`src/rtl/jtsdram_snd_mon.sv`:
```
// Audio status tone decoder for the SDRAM tester: recovers the per-line counter
// step (1 = memory OK, 3 = memory bad) and reports lock, pass/fail and line counts.
module jtsdram_snd_mon #(
    parameter int LOCK_LINES   = 4,
    parameter int MISS_LINES   = 3,
    parameter int SILENT_LINES = 8
) (
    input  logic        clk,
    input  logic        rst,
    input  logic        LHBL,
    input  logic [15:0] snd,
    output logic        locked,
    output logic        bad_det,
    output logic        silent,
    output logic        fmt_err,
    output logic [15:0] ok_cnt,
    output logic [15:0] bad_cnt,
    output logic [4:0]  last_step
);

    typedef enum logic [1:0] {ACQ, HUNT, LOCK, SILENT} state_t;

    localparam logic [7:0] LOCK_N   = 8'(LOCK_LINES);
    localparam logic [7:0] MISS_N   = 8'(MISS_LINES);
    localparam logic [7:0] SILENT_N = 8'(SILENT_LINES);

    state_t      r_state, w_state_nxt;
    logic        r_last_lhbl;
    logic [4:0]  r_prev, w_prev_nxt;
    logic [4:0]  r_run_step, w_run_step_nxt;
    logic [7:0]  r_run, w_run_nxt;
    logic [7:0]  r_miss, w_miss_nxt;
    logic [7:0]  r_zero, w_zero_nxt;
    logic        r_bad_det, w_bad_det_nxt;
    logic        r_fmt_err, w_fmt_err_nxt;
    logic [15:0] r_ok_cnt, w_ok_cnt_nxt;
    logic [15:0] r_bad_cnt, w_bad_cnt_nxt;
    logic [4:0]  r_last_step, w_last_step_nxt;

    logic        w_rise;
    logic        w_valid;
    logic [4:0]  w_cur;
    logic [4:0]  w_step;
    logic        w_step_ok;

    assign w_rise    = LHBL & ~r_last_lhbl;
    assign w_cur     = snd[15:11];
    assign w_valid   = (snd[15:11] == snd[10:6]) && (snd[10:6] == snd[5:1]) && (snd[0] == snd[1]);
    assign w_step    = w_cur - r_prev;
    assign w_step_ok = (w_step == 5'd1) || (w_step == 5'd3);

    always_ff @(posedge clk) begin
        if (rst) begin
            r_state     <= ACQ;
            r_last_lhbl <= 1'b0;
            r_prev      <= '0;
            r_run_step  <= '0;
            r_run       <= '0;
            r_miss      <= '0;
            r_zero      <= '0;
            r_bad_det   <= 1'b0;
            r_fmt_err   <= 1'b0;
            r_ok_cnt    <= '0;
            r_bad_cnt   <= '0;
            r_last_step <= '0;
        end else begin
            r_state     <= w_state_nxt;
            r_last_lhbl <= LHBL;
            r_prev      <= w_prev_nxt;
            r_run_step  <= w_run_step_nxt;
            r_run       <= w_run_nxt;
            r_miss      <= w_miss_nxt;
            r_zero      <= w_zero_nxt;
            r_bad_det   <= w_bad_det_nxt;
            r_fmt_err   <= w_fmt_err_nxt;
            r_ok_cnt    <= w_ok_cnt_nxt;
            r_bad_cnt   <= w_bad_cnt_nxt;
            r_last_step <= w_last_step_nxt;
        end
    end

    always_comb begin
        w_state_nxt     = r_state;
        w_prev_nxt      = r_prev;
        w_run_step_nxt  = r_run_step;
        w_run_nxt       = r_run;
        w_miss_nxt      = r_miss;
        w_zero_nxt      = r_zero;
        w_bad_det_nxt   = r_bad_det;
        w_fmt_err_nxt   = r_fmt_err;
        w_ok_cnt_nxt    = r_ok_cnt;
        w_bad_cnt_nxt   = r_bad_cnt;
        w_last_step_nxt = r_last_step;
        if (w_rise && !w_valid) begin
            w_fmt_err_nxt = 1'b1;
            w_zero_nxt    = '0;
            if (r_state == HUNT) begin
                w_run_nxt = '0;
            end else if (r_state == LOCK) begin
                w_miss_nxt = r_miss + 8'd1;
                if (w_miss_nxt >= MISS_N) begin
                    w_state_nxt   = HUNT;
                    w_bad_det_nxt = 1'b0;
                    w_run_nxt     = '0;
                    w_miss_nxt    = '0;
                end
            end
        end else if (w_rise) begin
            w_prev_nxt = w_cur;
            if (w_cur == 5'd0)
                w_zero_nxt = (r_zero >= SILENT_N) ? r_zero : r_zero + 8'd1;
            else
                w_zero_nxt = '0;
            case (r_state)
                ACQ: begin
                    w_state_nxt = HUNT;
                    w_run_nxt   = '0;
                end
                SILENT: begin
                    if (w_cur != 5'd0) begin
                        w_state_nxt = HUNT;
                        w_run_nxt   = '0;
                    end
                end
                HUNT: begin
                    w_last_step_nxt = w_step;
                    if (w_step_ok) begin
                        w_run_nxt      = (r_run == 8'd0 || w_step == r_run_step) ? r_run + 8'd1 : 8'd1;
                        w_run_step_nxt = w_step;
                        if (w_run_nxt >= LOCK_N) begin
                            w_state_nxt   = LOCK;
                            w_bad_det_nxt = (w_step == 5'd3);
                            w_miss_nxt    = '0;
                        end
                    end else begin
                        w_run_nxt = '0;
                    end
                end
                default: begin
                    w_last_step_nxt = w_step;
                    if (w_step == 5'd1) begin
                        w_ok_cnt_nxt  = (r_ok_cnt == '1) ? r_ok_cnt : r_ok_cnt + 16'd1;
                        w_bad_det_nxt = 1'b0;
                        w_miss_nxt    = '0;
                    end else if (w_step == 5'd3) begin
                        w_bad_cnt_nxt = (r_bad_cnt == '1) ? r_bad_cnt : r_bad_cnt + 16'd1;
                        w_bad_det_nxt = 1'b1;
                        w_miss_nxt    = '0;
                    end else begin
                        w_miss_nxt = r_miss + 8'd1;
                        if (w_miss_nxt >= MISS_N) begin
                            w_state_nxt   = HUNT;
                            w_bad_det_nxt = 1'b0;
                            w_run_nxt     = '0;
                            w_miss_nxt    = '0;
                        end
                    end
                end
            endcase
            // Silence wins over whatever the state logic above decided
            if (w_zero_nxt >= SILENT_N) begin
                w_state_nxt   = SILENT;
                w_bad_det_nxt = 1'b0;
                w_run_nxt     = '0;
                w_miss_nxt    = '0;
            end
        end
    end

    always_comb begin
        locked    = (r_state == LOCK);
        silent    = (r_state == SILENT);
        bad_det   = r_bad_det;
        fmt_err   = r_fmt_err;
        ok_cnt    = r_ok_cnt;
        bad_cnt   = r_bad_cnt;
        last_step = r_last_step;
    end

endmodule

```
`config.mk`:
```
export PLATFORM = sky130hd
export DESIGN_NAME = jtsdram_snd_mon
export DESIGN_NICKNAME = d
export VERILOG_FILES = /design/src/rtl/jtsdram_snd_mon.sv
export SDC_FILE = /design/constraint.sdc
export NUM_CORES = 1
export LEC_CHECK = 0
export ABC_AREA = 1
export ABC_CLOCK_PERIOD_IN_PS = 4230
export CAP_MARGIN = 20
export CELL_PAD_IN_SITES_DETAIL_PLACEMENT = 1
export CELL_PAD_IN_SITES_GLOBAL_PLACEMENT = 1
export CORE_MARGIN = 1.5
export CORE_UTILIZATION = 43
export DETAILED_ROUTE_END_ITERATION = 12
export GPL_TIMING_DRIVEN = 0
export PLACE_DENSITY = 0.84
export SLEW_MARGIN = 0
export SYNTH_ARGS = -nofsm -noshare
export SYNTH_HDL_FRONTEND = slang
export SYNTH_SLANG_ARGS = --single-unit
```
`constraint.sdc`:
```
create_clock -name clk -period 4.23 [get_ports clk]
set_input_delay 1.269 -clock clk [delete_from_list [all_inputs] [get_ports clk]]
set_output_delay 1.269 -clock clk [all_outputs]
set_load 0.01 [all_outputs]
```
==> results of run 1 <==
## layer usage
metal	part of all wire	track usage	vias to the layer above
met5	0	0	-
met4	0.018	0.0975	0
met3	0.025	0.0322	21
met2	0.49	0.447	79
met1	0.47	0.329	2231
li1	-	-	2277
## cells in the mapped netlist (3+ instances only)
cell                       count
sky130_fd_sc_hd__nand2_1     124
sky130_fd_sc_hd__inv_1        96
sky130_fd_sc_hd__dfxtp_1      76
sky130_fd_sc_hd__nor2_1       63
sky130_fd_sc_hd__nand3_1      62
sky130_fd_sc_hd__a21oi_1      53
sky130_fd_sc_hd__nor3_1       26
sky130_fd_sc_hd__o21ai_0      25
sky130_fd_sc_hd__nand4_1      18
sky130_fd_sc_hd__ha_1         17
sky130_fd_sc_hd__xor2_1       16
sky130_fd_sc_hd__xnor2_1       9
sky130_fd_sc_hd__clkbuf_1      7
sky130_fd_sc_hd__nand2_2       7
sky130_fd_sc_hd__nand3b_1      6
sky130_fd_sc_hd__nor2_2        6
sky130_fd_sc_hd__o21ai_1       4
sky130_fd_sc_hd__a211oi_1      3
sky130_fd_sc_hd__inv_2         3
## per-stage QoR
stage	area, µm²	setup WS [ns]	power [mW]	util	cells
final	5510	0.308	1.49	0.536	865
after floorplan	4520	0.928	0.797	-	655
after CTS	5510	0.312	1.50	0.536	865
after detailed placement	5270	-0.0728	0.841	0.513	849
after global routing	5510	0.0516	1.54	0.536	865
after global placement	5270	0.0509	0.837	0.513	849
## worst max-delay path, stage by stage
cell	delay [ns]
sky130_fd_sc_hd__clkdlybuf4s50_1	0.53
sky130_fd_sc_hd__inv_1	0.10
sky130_fd_sc_hd__ha_1	0.20
sky130_fd_sc_hd__inv_1	0.11
sky130_fd_sc_hd__fa_1	0.52
sky130_fd_sc_hd__xnor2_1	0.22
sky130_fd_sc_hd__nand2_1	0.08
sky130_fd_sc_hd__nor2_1	0.10
sky130_fd_sc_hd__nand2_1	0.06
sky130_fd_sc_hd__nor2_1	0.12
sky130_fd_sc_hd__nand2_2	0.09
sky130_fd_sc_hd__nand2_4	0.12
sky130_fd_sc_hd__o21ai_0	0.12
sky130_fd_sc_hd__nand3_2	0.18
sky130_fd_sc_hd__nand3_4	0.15
sky130_fd_sc_hd__nand2_1	0.09
sky130_fd_sc_hd__inv_1	0.04
sky130_fd_sc_hd__nor2_1	0.09
## how the worst min path moves through the flow
stage               startpoint         to  slack [ns]  cells after the start
floorplan            r_zero[5]  r_zero[5]        0.41                      2
global placement     r_zero[6]  r_zero[6]        0.41                      2
detailed placement   r_zero[4]  r_zero[4]        0.42                      2
CTS                  r_zero[4]  r_zero[4]        0.43                      2
global route         r_zero[4]  r_zero[4]        0.45                      2
finish               r_zero[4]  r_zero[4]        0.43                      2
## state kept, by name, indices dropped and copies added, names as in the netlist, 2 cells and up
| register | count |
|---|---|
| r_run_step | 5 |
| r_state | 2 |
| last_step | 5 |
| r_run | 8 |
| r_prev | 5 |
| r_zero | 8 |
| r_miss | 8 |
| ok_cnt | 16 |
| bad_cnt | 16 |
## final cells by class
type | instances | area [µm²]
clock buffer | 11 | 151
tap | 136 | 170
fill | 1366 | 4770
multi-input combinational | 468 | 2560
sequential | 76 | 1520
buffer | 11 | 57.6
clock inverter | 5 | 83.8
timing repair buffer | 58 | 581
inverter | 100 | 375
## cell families (layout without fill, tap and decap cells)
family	after synthesis	in the layout	synth area share
buffers and inverters	111	185	0.0958
XOR/XNOR	25	25	0.0484
adder cells (fa/ha/maj)	18	18	0.0515
flip-flops	76	76	0.337
AO/OA/AOI/OAI	97	97	0.118
AND/OR/NAND/NOR	328	328	0.350
## layout by cell type (no fill, tap or decap), types with 4 or more instances in the layout
cell,count
sky130_fd_sc_hd__o21ai_0,25
sky130_fd_sc_hd__nand4_1,18
sky130_fd_sc_hd__nand2_1,124
sky130_fd_sc_hd__nor2_1,63
sky130_fd_sc_hd__nor3_1,26
sky130_fd_sc_hd__o21ai_1,4
sky130_fd_sc_hd__clkbuf_1,7
sky130_fd_sc_hd__clkdlybuf4s50_1,58
sky130_fd_sc_hd__dfxtp_1,76
sky130_fd_sc_hd__inv_1,96
sky130_fd_sc_hd__nand3b_1,6
sky130_fd_sc_hd__xnor2_1,9
sky130_fd_sc_hd__ha_1,17
sky130_fd_sc_hd__nand3_1,62
sky130_fd_sc_hd__a21oi_1,53
sky130_fd_sc_hd__clkbuf_8,11
sky130_fd_sc_hd__nor2_2,6
sky130_fd_sc_hd__xor2_1,16
sky130_fd_sc_hd__nand2_2,7
## power groups by stage
stage / registers (mW) / clock network, mW / logic, mW
2_1_floorplan: 0.735 / 0 / 0.0615
3_3_place_gp: 0.735 / 0 / 0.102
3_5_place_dp: 0.735 / 0 / 0.106
4_1_cts: 0.718 / 0.676 / 0.107
5_1_grt: 0.719 / 0.702 / 0.117
6_report: 0.718 / 0.660 / 0.106
==> flow_metrics.py, run 1 <==
metrics = {
    "run_status": {
        "outcome": "completed",
    },
    "routing": {
        "drtIter0Drc": 208,
        "postRouteAntennaNets": 0,
        "drc_errors": 0,
        "drt-total-wl_mm": 13.8,
        "wl_per_cell_um": 15.9,
        "viasPerCell": 5.33,
        "route.vias.total": 4608,
        "detail_route.first_pass.iterations": 4,
    },
    "timing": {
        "maxClockFrequency_ghz": 0.255,
        "worst_hold_slack_ns": 0.431,
        "timing_worst_slew_pin_value_ns": 0.664,
        "fin_setup_tns_ns": 0,
        "maxSlewViolCount": 0,
        "setup_repair_after_global_routing_missed_its_margin": "false",
        "final.min_clock_period_ns": 3.92,
        "period_share": 0.927,
        "final.setup_skew_ns": 0.00728,
        "relSlewSlack": 0.557,
        "report.final.setup_viol": 0,
        "timing.final.hold_violations": 0,
    },
    "pwr": {
        "power.internal_mw": 1.12,
        "power_switching_mw": 0.365,
        "irDropWorstVdd_v": 0.000162,
        "power.share.sequential": 0.484,
        "power.density_cell_area_nw_per_um2": 270,
        "power.share.clock": 0.445,
        "p_sw_frac": 0.246,
        "power.leakage_nw": 2.14,
        "comb_power_share": 0.072,
    },
    "cells_and_area": {
        "drive_gt1_frac": 0.0686,
        "n_antenna_cell": 0,
        "nets": 761,
        "area_growth_syn_to_layout_pct": 21.8,
    },
    "placed_design": {
        "dp_hpwl_mm": 10.6,
        "port-buffer-count": 58,
        "gp_congestion": 0.878,
    },
    "floorplan": {
        "floorplan.initialDensity": 0.440,
        "core_um2": 10300,
        "chipWidth_um": 106,
        "pin_count": 60,
        "placementRows": 37,
        "die_height_um": 106,
        "floorplan.die_area_um2": 11100,
    },
    "yosys": {
        "primary_ff_master_synth": "sky130_fd_sc_hd__dfxtp_1",
        "post_synth_num_cell_types": 43,
        "synthArstFlopShare": 0,
        "ys_top_cells_by_area": "sky130_fd_sc_hd__dfxtp_1 (34%), sky130_fd_sc_hd__nand2_1 (10%), sky130_fd_sc_hd__inv_1 (8.0%)",
        "mapped_nets": 692,
        "syn_area_per_cell_um2": 6.90,
        "synthesis.yosys.warnings": 0,
        "synth-seq-area-share": 0.337,
        "yosysTopAreaCellShare": 0.337,
        "synth_area_leader_cell": "sky130_fd_sc_hd__dfxtp_1",
        "synthesis.instances": 655,
        "yosys_register_bits": 76,
        "synth-edff-count": 0,
        "post_synth_instance_area_um2": 4520,
    },
    "grt": {
        "vias_in_the_first_global_route": 4730,
        "number_of_antenna_violations_at_the_first_check_in_global_routing": 0,
        "grt_start_max_net_pins": 14,
        "grt_pass1_wl_mm": 23.0,
        "grt_util_all_layers": 0.258,
        "globalRoute.totalOverflow": 0,
    },
    "worst_setup_path": {
        "cp-start-kind": "input pin",
        "reg2reg_to": "ok_cnt[14]",
        "critPathArrivalTime_ns": 4.22,
        "worstSetupEndpointType": "register",
        "r2r-start": "r_prev[0]",
        "criticalPathCategory": "in2reg",
        "setup.worst_path.end": "r_miss[0]",
        "r2r_cells": 18,
        "cp_max_fo": 10,
        "critical_path.startpoint": "snd[11]",
        "critPathRequiredTime_ns": 4.53,
        "reg2reg_slack_ns": 1.53,
    },
    "clock_tree": {
        "number_of_h_tree_branching_levels": 3,
        "post_cts.resized_instances": 0,
        "post_cts_buffers": 0,
        "cts.sinks": 76,
        "clock_buffer_count_from_cts": 9,
        "clock_latency_ns": 0.36,
        "cts_tree": "done",
        "clk_path_buf_depth": 2,
        "hold_buf_cts": 0,
        "clockRootBuffer": "sky130_fd_sc_hd__clkbuf_8",
        "clock_transition_time_at_the_flip_flop_clock_pins_of_the_worst_setup_and_hold_paths_ns": 0.08,
    },
    "hold_path": {
        "min_path_type": "reg2reg",
    },
    "run": {
        "maxCapViolCount": 0,
    },
}
(Power assumes the default switching activity.)
==> run 2, diff against run 1 <==
Settings changed: ABC_AREA 1 to default, CAP_MARGIN 20 to 0, CORE_UTILIZATION 43 to 44, HOLD_SLACK_MARGIN from default to 0.08, PLACE_DENSITY 0.84 to 0.83.
==> flow_metrics.py, run 2 <==
metrics = {
    "timing": {
        "worst_hold_slack_ns": 0.465,
        "final.min_clock_period_ns": 4.03,
        "maxSlewViolCount": 0,
        "final.setup_skew_ns": 0.0139,
        "report.final.setup_viol": 0,
        "final_critical_path_setup_slack_ns": 0.197,
        "timing_worst_slew_pin_value_ns": 0.852,
        "relSlewSlack": 0.427,
        "timing.final.hold_violations": 0,
        "period_share": 0.953,
        "maxClockFrequency_ghz": 0.248,
        "setup_repair_after_global_routing_missed_its_margin": "false",
    },
    "cells_and_area": {
        "mostFrequentLayoutCells": "sky130_fd_sc_hd__dfxtp_1 (76), sky130_fd_sc_hd__nor2_1 (63), sky130_fd_sc_hd__clkdlybuf4s50_1 (58), sky130_fd_sc_hd__nand2_1 (45), sky130_fd_sc_hd__a21oi_1 (26)",
        "area_growth_syn_to_layout_pct": 23.8,
        "drive_gt1_frac": 0.0962,
        "nets": 604,
        "fillCellCount": 1136,
        "multi_input_comb_area_um2": 2600,
        "register_area_um2": 1520,
        "n_antenna_cell": 0,
        "post-route-util": 0.565,
        "mostFrequentLayoutCell": "sky130_fd_sc_hd__dfxtp_1",
    },
    "pwr": {
        "power.internal_mw": 1.03,
        "p_sw_frac": 0.259,
        "power.density_cell_area_nw_per_um2": 266,
        "irDropWorstVdd_v": 0.000132,
        "comb_power_share": 0.065,
        "power.leakage_nw": 1.83,
        "power.share.clock": 0.420,
        "power_switching_mw": 0.361,
        "power.share.sequential": 0.515,
    },
    "yosys": {
        "adder_and_majority_gate_portion_of_the_synthesized_area": 0.0549,
        "yosys_register_bits": 76,
        "synthesis.yosys.warnings": 0,
        "synth-seq-area-share": 0.359,
        "yosysTopAreaCellShare": 0.359,
        "yosysMostFrequentCell": "sky130_fd_sc_hd__dfxtp_1",
        "synthArstFlopShare": 0,
        "primary_ff_master_synth": "sky130_fd_sc_hd__dfxtp_1",
        "synth_area_leader_cell": "sky130_fd_sc_hd__dfxtp_1",
        "post_synth_num_cell_types": 65,
        "synth_simple_gate_area_share": 0.306,
        "post_synth_xor_area_fraction": 0.0892,
        "mapped_nets": 533,
        "syn_area_per_cell_um2": 8.54,
        "post_synth_instance_area_um2": 4240,
        "ys_top_cells_by_count": "sky130_fd_sc_hd__dfxtp_1 (76), sky130_fd_sc_hd__nor2_1 (64), sky130_fd_sc_hd__nand2_1 (45)",
        "synth-edff-count": 0,
        "ys_top_cells_by_area": "sky130_fd_sc_hd__dfxtp_1 (36%), sky130_fd_sc_hd__nor2_1 (5.7%), sky130_fd_sc_hd__xnor2_1 (5.2%)",
        "synth_top_family_by_area": "simple AND/OR/NAND/NOR gates",
        "synthesis.instances": 496,
        "compound_gate_portion_of_the_synthesized_area": 0.134,
        "synth.area.mux_share": 0.0195,
    },
    "hold_path": {
        "min_to": "r_prev[3]",
        "min_path_type": "reg2reg",
        "timing.hold.worst_path_depth": 2,
        "worst_hold_startpoint": "r_prev[3]",
    },
    "worst_setup_path": {
        "critPathRequiredTime_ns": 4.48,
        "critPathBufInv": 3,
        "reg2reg_slack_ns": 1.34,
        "r2r-start": "r_prev[0]",
        "critical_path.max_stage_delay_ns": 0.52,
        "r2r_cells": 10,
        "critPathArrivalTime_ns": 4.28,
        "criticalPathCategory": "in2reg",
        "reg2reg_to": "r_state[0]",
        "cell_seen_most_often_among_critical_path_stages": "sky130_fd_sc_hd__inv_1",
        "critical_path.slowest_cell": "sky130_fd_sc_hd__or4_1",
        "cp-start-kind": "input pin",
        "path_cells": "clkdlybuf4s50_1, inv_1, ha_1, inv_1, fa_2, xor2_1, xnor2_1, nand3_1, o31ai_4, a21oi_2, or4_1, o221a_1",
        "cp_max_fo": 6,
        "worstSetupEndpointType": "register",
        "cell_family_with_most_cp_delay": "compound AO/OA/AOI/OAI gates",
    },
    "routing": {
        "viasPerCell": 5.49,
        "drt-total-wl_mm": 11.6,
        "wl_per_cell_um": 16.5,
        "drtIter0Drc": 91,
        "drc_errors": 0,
        "detail_route.first_pass.iterations": 4,
        "postRouteAntennaNets": 0,
        "route.vias.total": 3847,
    },
    "floorplan": {
        "placementRows": 35,
        "pin_count": 60,
        "floorplan.initialDensity": 0.456,
        "core_um2": 9280,
        "chipWidth_um": 101,
        "floorplan.die_area_um2": 10200,
        "die_height_um": 101,
    },
    "clock_tree": {
        "clock_transition_time_at_the_flip_flop_clock_pins_of_the_worst_setup_and_hold_paths_ns": 0.09,
        "cts.sinks": 76,
        "cts_tree": "done",
        "number_of_h_tree_branching_levels": 3,
        "clock_buffer_count_from_cts": 9,
        "clockRootBuffer": "sky130_fd_sc_hd__clkbuf_8",
        "clock_latency_ns": 0.36,
        "clk_path_buf_depth": 2,
    },
    "grt": {
        "number_of_antenna_violations_at_the_first_check_in_global_routing": 0,
        "globalRoute.totalOverflow": 0,
        "vias_in_the_first_global_route": 4024,
        "grt_pass1_wl_mm": 19.2,
        "grt_start_max_net_pins": 16,
        "grt_util_all_layers": 0.236,
    },
    "placed_design": {
        "dp_hpwl_mm": 8.70,
        "port-buffer-count": 58,
        "dp_slack_ns": -0.736,
        "gp_congestion": 0.896,
    },
    "run_status": {
        "outcome": "completed",
    },
    "run": {
        "maxCapViolCount": 0,
    },
}
## run 2: timing repair
item | CTS | global route
gates resized for setup | 4 | 4
pin swaps | 1 | 1
hold buffers | 0 | 0
setup endpoints to repair | 16 | 3
setup buffers | 2 | 1
## run 2: stage by stage
| step | setup TNS [ns] | cell area [µm²] | power (mW) | instances |
|---|---|---|---|---|
| after floorplan | 0 | 4240 | 0.784 | 496 |
| after global placement | -16.76 | 4980 | 0.820 | 683 |
| after detailed placement | -19.40 | 4980 | 0.823 | 683 |
| after CTS | 0 | 5210 | 1.41 | 700 |
| after global routing | 0 | 5240 | 1.45 | 701 |
| final | 0 | 5240 | 1.40 | 701 |
## run 2: logic make-up after synthesis
kind of cell | count (synthesis)
fa+ha+maj | 18
xor+xnor | 40
simple gates | 237
mux | 8
flops | 76
buf+inv | 40
compound gates | 77
## run 2: worst max-delay path by stage
stage	start	to	slack, ns	depth (start not counted)
finish	snd[11]	r_state[0]	0.20	12
global route	snd[11]	r_run[4]	0.05	8
CTS	snd[11]	r_run[3]	0.08	13
detailed placement	snd[11]	r_state[0]	-0.74	12
global placement	snd[11]	r_state[0]	-0.70	12
floorplan	snd[11]	r_state[0]	0.27	11
## run 2: power by group through the flow
stage | logic [mW] | registers, mW | clock network (mW)
after floorplan | 0.0489 | 0.735 | 0
after global placement | 0.0846 | 0.735 | 0
after detailed placement | 0.0880 | 0.735 | 0
after CTS | 0.0894 | 0.718 | 0.601
after global routing | 0.0995 | 0.719 | 0.631
final | 0.0912 | 0.718 | 0.586
## run 2: cell type report
class / count / share of cell area
plain buffers: 14 / 0.0115
clock buffers: 9 / 0.0236
clock inverters: 7 / 0.0155
inverters: 25 / 0.0179
multi-input cells: 380 / 0.495
flip-flops and latches: 76 / 0.290
well taps: 129 / 0.0308
repair buffers: 61 / 0.115
## run 2: layer usage
layer | global-route usage | part of all wire | up-vias
li1 | - | - | 1887
met1 | 0.280 | 0.44 | 1890
met2 | 0.430 | 0.51 | 55
met3 | 0.0444 | 0.036 | 15
met4 | 0.0694 | 0.013 | 0
met5 | 0 | 0 | -
## run 2: worst register-to-register path: stages (launching register included)
cell and delay (ns):
sky130_fd_sc_hd__dfxtp_1 0.34, sky130_fd_sc_hd__ha_1 0.17, sky130_fd_sc_hd__inv_1 0.06, sky130_fd_sc_hd__fa_2 0.35, sky130_fd_sc_hd__xor2_1 0.32, sky130_fd_sc_hd__xnor2_1 0.16, sky130_fd_sc_hd__nand3_1 0.15, sky130_fd_sc_hd__o31ai_4 0.30
sky130_fd_sc_hd__a21oi_2 0.17, sky130_fd_sc_hd__or4_1 0.53, sky130_fd_sc_hd__o221a_1 0.24
==> run 3, diff against run 2 <==
Settings changed: ABC_AREA from default to 1, CORE_MARGIN 1.5 to default, CORE_UTILIZATION 44 to 43, PLACE_DENSITY 0.83 to 0.84.
==> flow_metrics.py, run 3 (synthesis gave the netlist of run 1 again) <==
metrics = {
    "grt": {
        "number_of_antenna_violations_at_the_first_check_in_global_routing": 0,
        "grt_start_max_net_pins": 13,
        "vias_in_the_first_global_route": 4741,
        "grt_util_all_layers": 0.256,
        "globalRoute.totalOverflow": 0,
        "grt_pass1_wl_mm": 22.5,
    },
    "timing": {
        "fin_setup_tns_ns": 0,
        "timing.final.hold_violations": 0,
        "timing_worst_slew_pin_value_ns": 0.664,
        "report.final.setup_viol": 0,
        "worst_hold_slack_ns": 0.433,
        "relSlewSlack": 0.557,
        "period_share": 0.929,
        "setup_repair_after_global_routing_missed_its_margin": "false",
        "final.min_clock_period_ns": 3.93,
        "final.setup_skew_ns": 0.0112,
        "maxSlewViolCount": 0,
        "maxClockFrequency_ghz": 0.254,
    },
    "worst_setup_path": {
        "critPathRequiredTime_ns": 4.52,
        "cp_max_fo": 10,
        "cp-start-kind": "input pin",
        "criticalPathCategory": "in2reg",
        "critPathArrivalTime_ns": 4.22,
        "worstSetupEndpointType": "register",
    },
    "clock_tree": {
        "clock_buffer_count_from_cts": 9,
        "hold_buf_cts": 0,
        "cts_tree": "done",
        "number_of_h_tree_branching_levels": 3,
        "clockRootBuffer": "sky130_fd_sc_hd__clkbuf_8",
        "clock_transition_time_at_the_flip_flop_clock_pins_of_the_worst_setup_and_hold_paths_ns": 0.08,
        "post_cts.resized_instances": 0,
        "post_cts_buffers": 0,
        "clk_path_buf_depth": 2,
        "cts.sinks": 76,
        "clock_latency_ns": 0.35,
    },
    "floorplan": {
        "die_height_um": 105,
        "core_um2": 10300,
        "floorplan.initialDensity": 0.440,
        "chipWidth_um": 105,
        "pin_count": 60,
        "floorplan.die_area_um2": 10900,
        "placementRows": 37,
    },
    "routing": {
        "drc_errors": 0,
        "postRouteAntennaNets": 0,
        "drtIter0Drc": 178,
        "route.vias.total": 4600,
        "detail_route.first_pass.iterations": 4,
        "drt-total-wl_mm": 13.2,
        "wl_per_cell_um": 15.3,
        "viasPerCell": 5.32,
    },
    "cells_and_area": {
        "n_antenna_cell": 0,
        "nets": 761,
        "drive_gt1_frac": 0.0659,
        "fillCellCount": 1370,
        "mostFrequentLayoutCell": "sky130_fd_sc_hd__nand2_1",
        "mostFrequentLayoutCells": "sky130_fd_sc_hd__nand2_1 (124), sky130_fd_sc_hd__inv_1 (96), sky130_fd_sc_hd__dfxtp_1 (76), sky130_fd_sc_hd__nor2_1 (63), sky130_fd_sc_hd__nand3_1 (62)",
        "area_growth_syn_to_layout_pct": 20.8,
    },
    "hold_path": {
        "min_path_type": "reg2reg",
    },
    "pwr": {
        "power.leakage_nw": 2.12,
        "power.density_cell_area_nw_per_um2": 253,
        "irDropWorstVdd_v": 0.000143,
    },
    "placed_design": {
        "dp_hpwl_mm": 10.3,
        "port-buffer-count": 58,
        "gp_congestion": 0.873,
    },
    "run": {
        "maxCapViolCount": 0,
    },
    "run_status": {
        "outcome": "completed",
    },
}
[run 3: cell types whose count changed in the layout (fill, tap and decap cells not counted), sizes merged, moves of 8 or more]
| cell | change |
|---|---|
| a21oi | +28 |
| and2 | -11 |
| inv | +71 |
| nand2 | +86 |
| nand3 | +41 |
| nand4 | +8 |
| o21ai | +21 |
| or3 | -10 |
| xnor2 | -16 |
[run 3: through the flow]
stage / setup slack [ns] / instances / instance area [µm²] / util / power [mW]
floorplan: 0.928 / 655 / 4520 / - / 0.797
global route: 0.0794 / 864 / 5460 / 0.531 / 1.45
finish: 0.300 / 864 / 5460 / 0.531 / 1.38
global placement: 0.0580 / 849 / 5270 / 0.513 / 0.837
CTS: 0.307 / 864 / 5460 / 0.531 / 1.40
detailed placement: -0.0785 / 849 / 5270 / 0.513 / 0.842
[run 3: final timing paths]
kind,start,endpoint,slack (ns),depth (start not counted)
max,snd[11],r_miss[0],0.30,18
min reg2reg,r_zero[7],r_zero[7],0.43,2
min,r_zero[7],r_zero[7],0.43,2
max reg2reg,r_prev[0],ok_cnt[10],1.51,15
[run 3: cell type report]
class / count / area [µm²] / share of cell area
buffer: 11 / 57.6 / 0.0105
clock buffer: 11 / 141 / 0.0259
clock inverter: 4 / 50.0 / 0.00916
inverter: 100 / 375 / 0.0687
multi-input combinational: 468 / 2560 / 0.470
sequential: 76 / 1520 / 0.279
tap: 136 / 170 / 0.0312
timing repair buffer: 58 / 581 / 0.106
[run 3: worst max-delay path, cell delays in order]
cell and delay (ns):
sky130_fd_sc_hd__clkdlybuf4s50_1 0.53, sky130_fd_sc_hd__inv_1 0.10, sky130_fd_sc_hd__ha_1 0.20, sky130_fd_sc_hd__inv_1 0.11
sky130_fd_sc_hd__fa_1 0.53, sky130_fd_sc_hd__xnor2_1 0.20, sky130_fd_sc_hd__nand2_1 0.07, sky130_fd_sc_hd__nor2_1 0.11
sky130_fd_sc_hd__nand2_1 0.06, sky130_fd_sc_hd__nor2_1 0.13, sky130_fd_sc_hd__nand2_2 0.09, sky130_fd_sc_hd__nand2_4 0.11
sky130_fd_sc_hd__o21ai_0 0.12, sky130_fd_sc_hd__nand3_2 0.18, sky130_fd_sc_hd__nand3_4 0.16, sky130_fd_sc_hd__nand2_1 0.09
sky130_fd_sc_hd__inv_1 0.04, sky130_fd_sc_hd__nor2_1 0.09
[run 3: per-layer routing]
layer	wire [µm]	vias to the layer above	GRT usage	share of wire
met5	0	-	0	0
met4	182	0	0.0663	0.014
met3	414	17	0.0407	0.031
met2	6420	87	0.444	0.49
met1	6220	2213	0.327	0.47
li1	-	2283	-	-
[run 3: power breakdown]
part | internal [mW] | total (mW) | switching (mW)
combinational | 0.0375 | 0.107 | 0.0691
clock | 0.285 | 0.557 | 0.272
sequential | 0.717 | 0.718 | 0.00144
total | 1.04 | 1.38 | 0.343
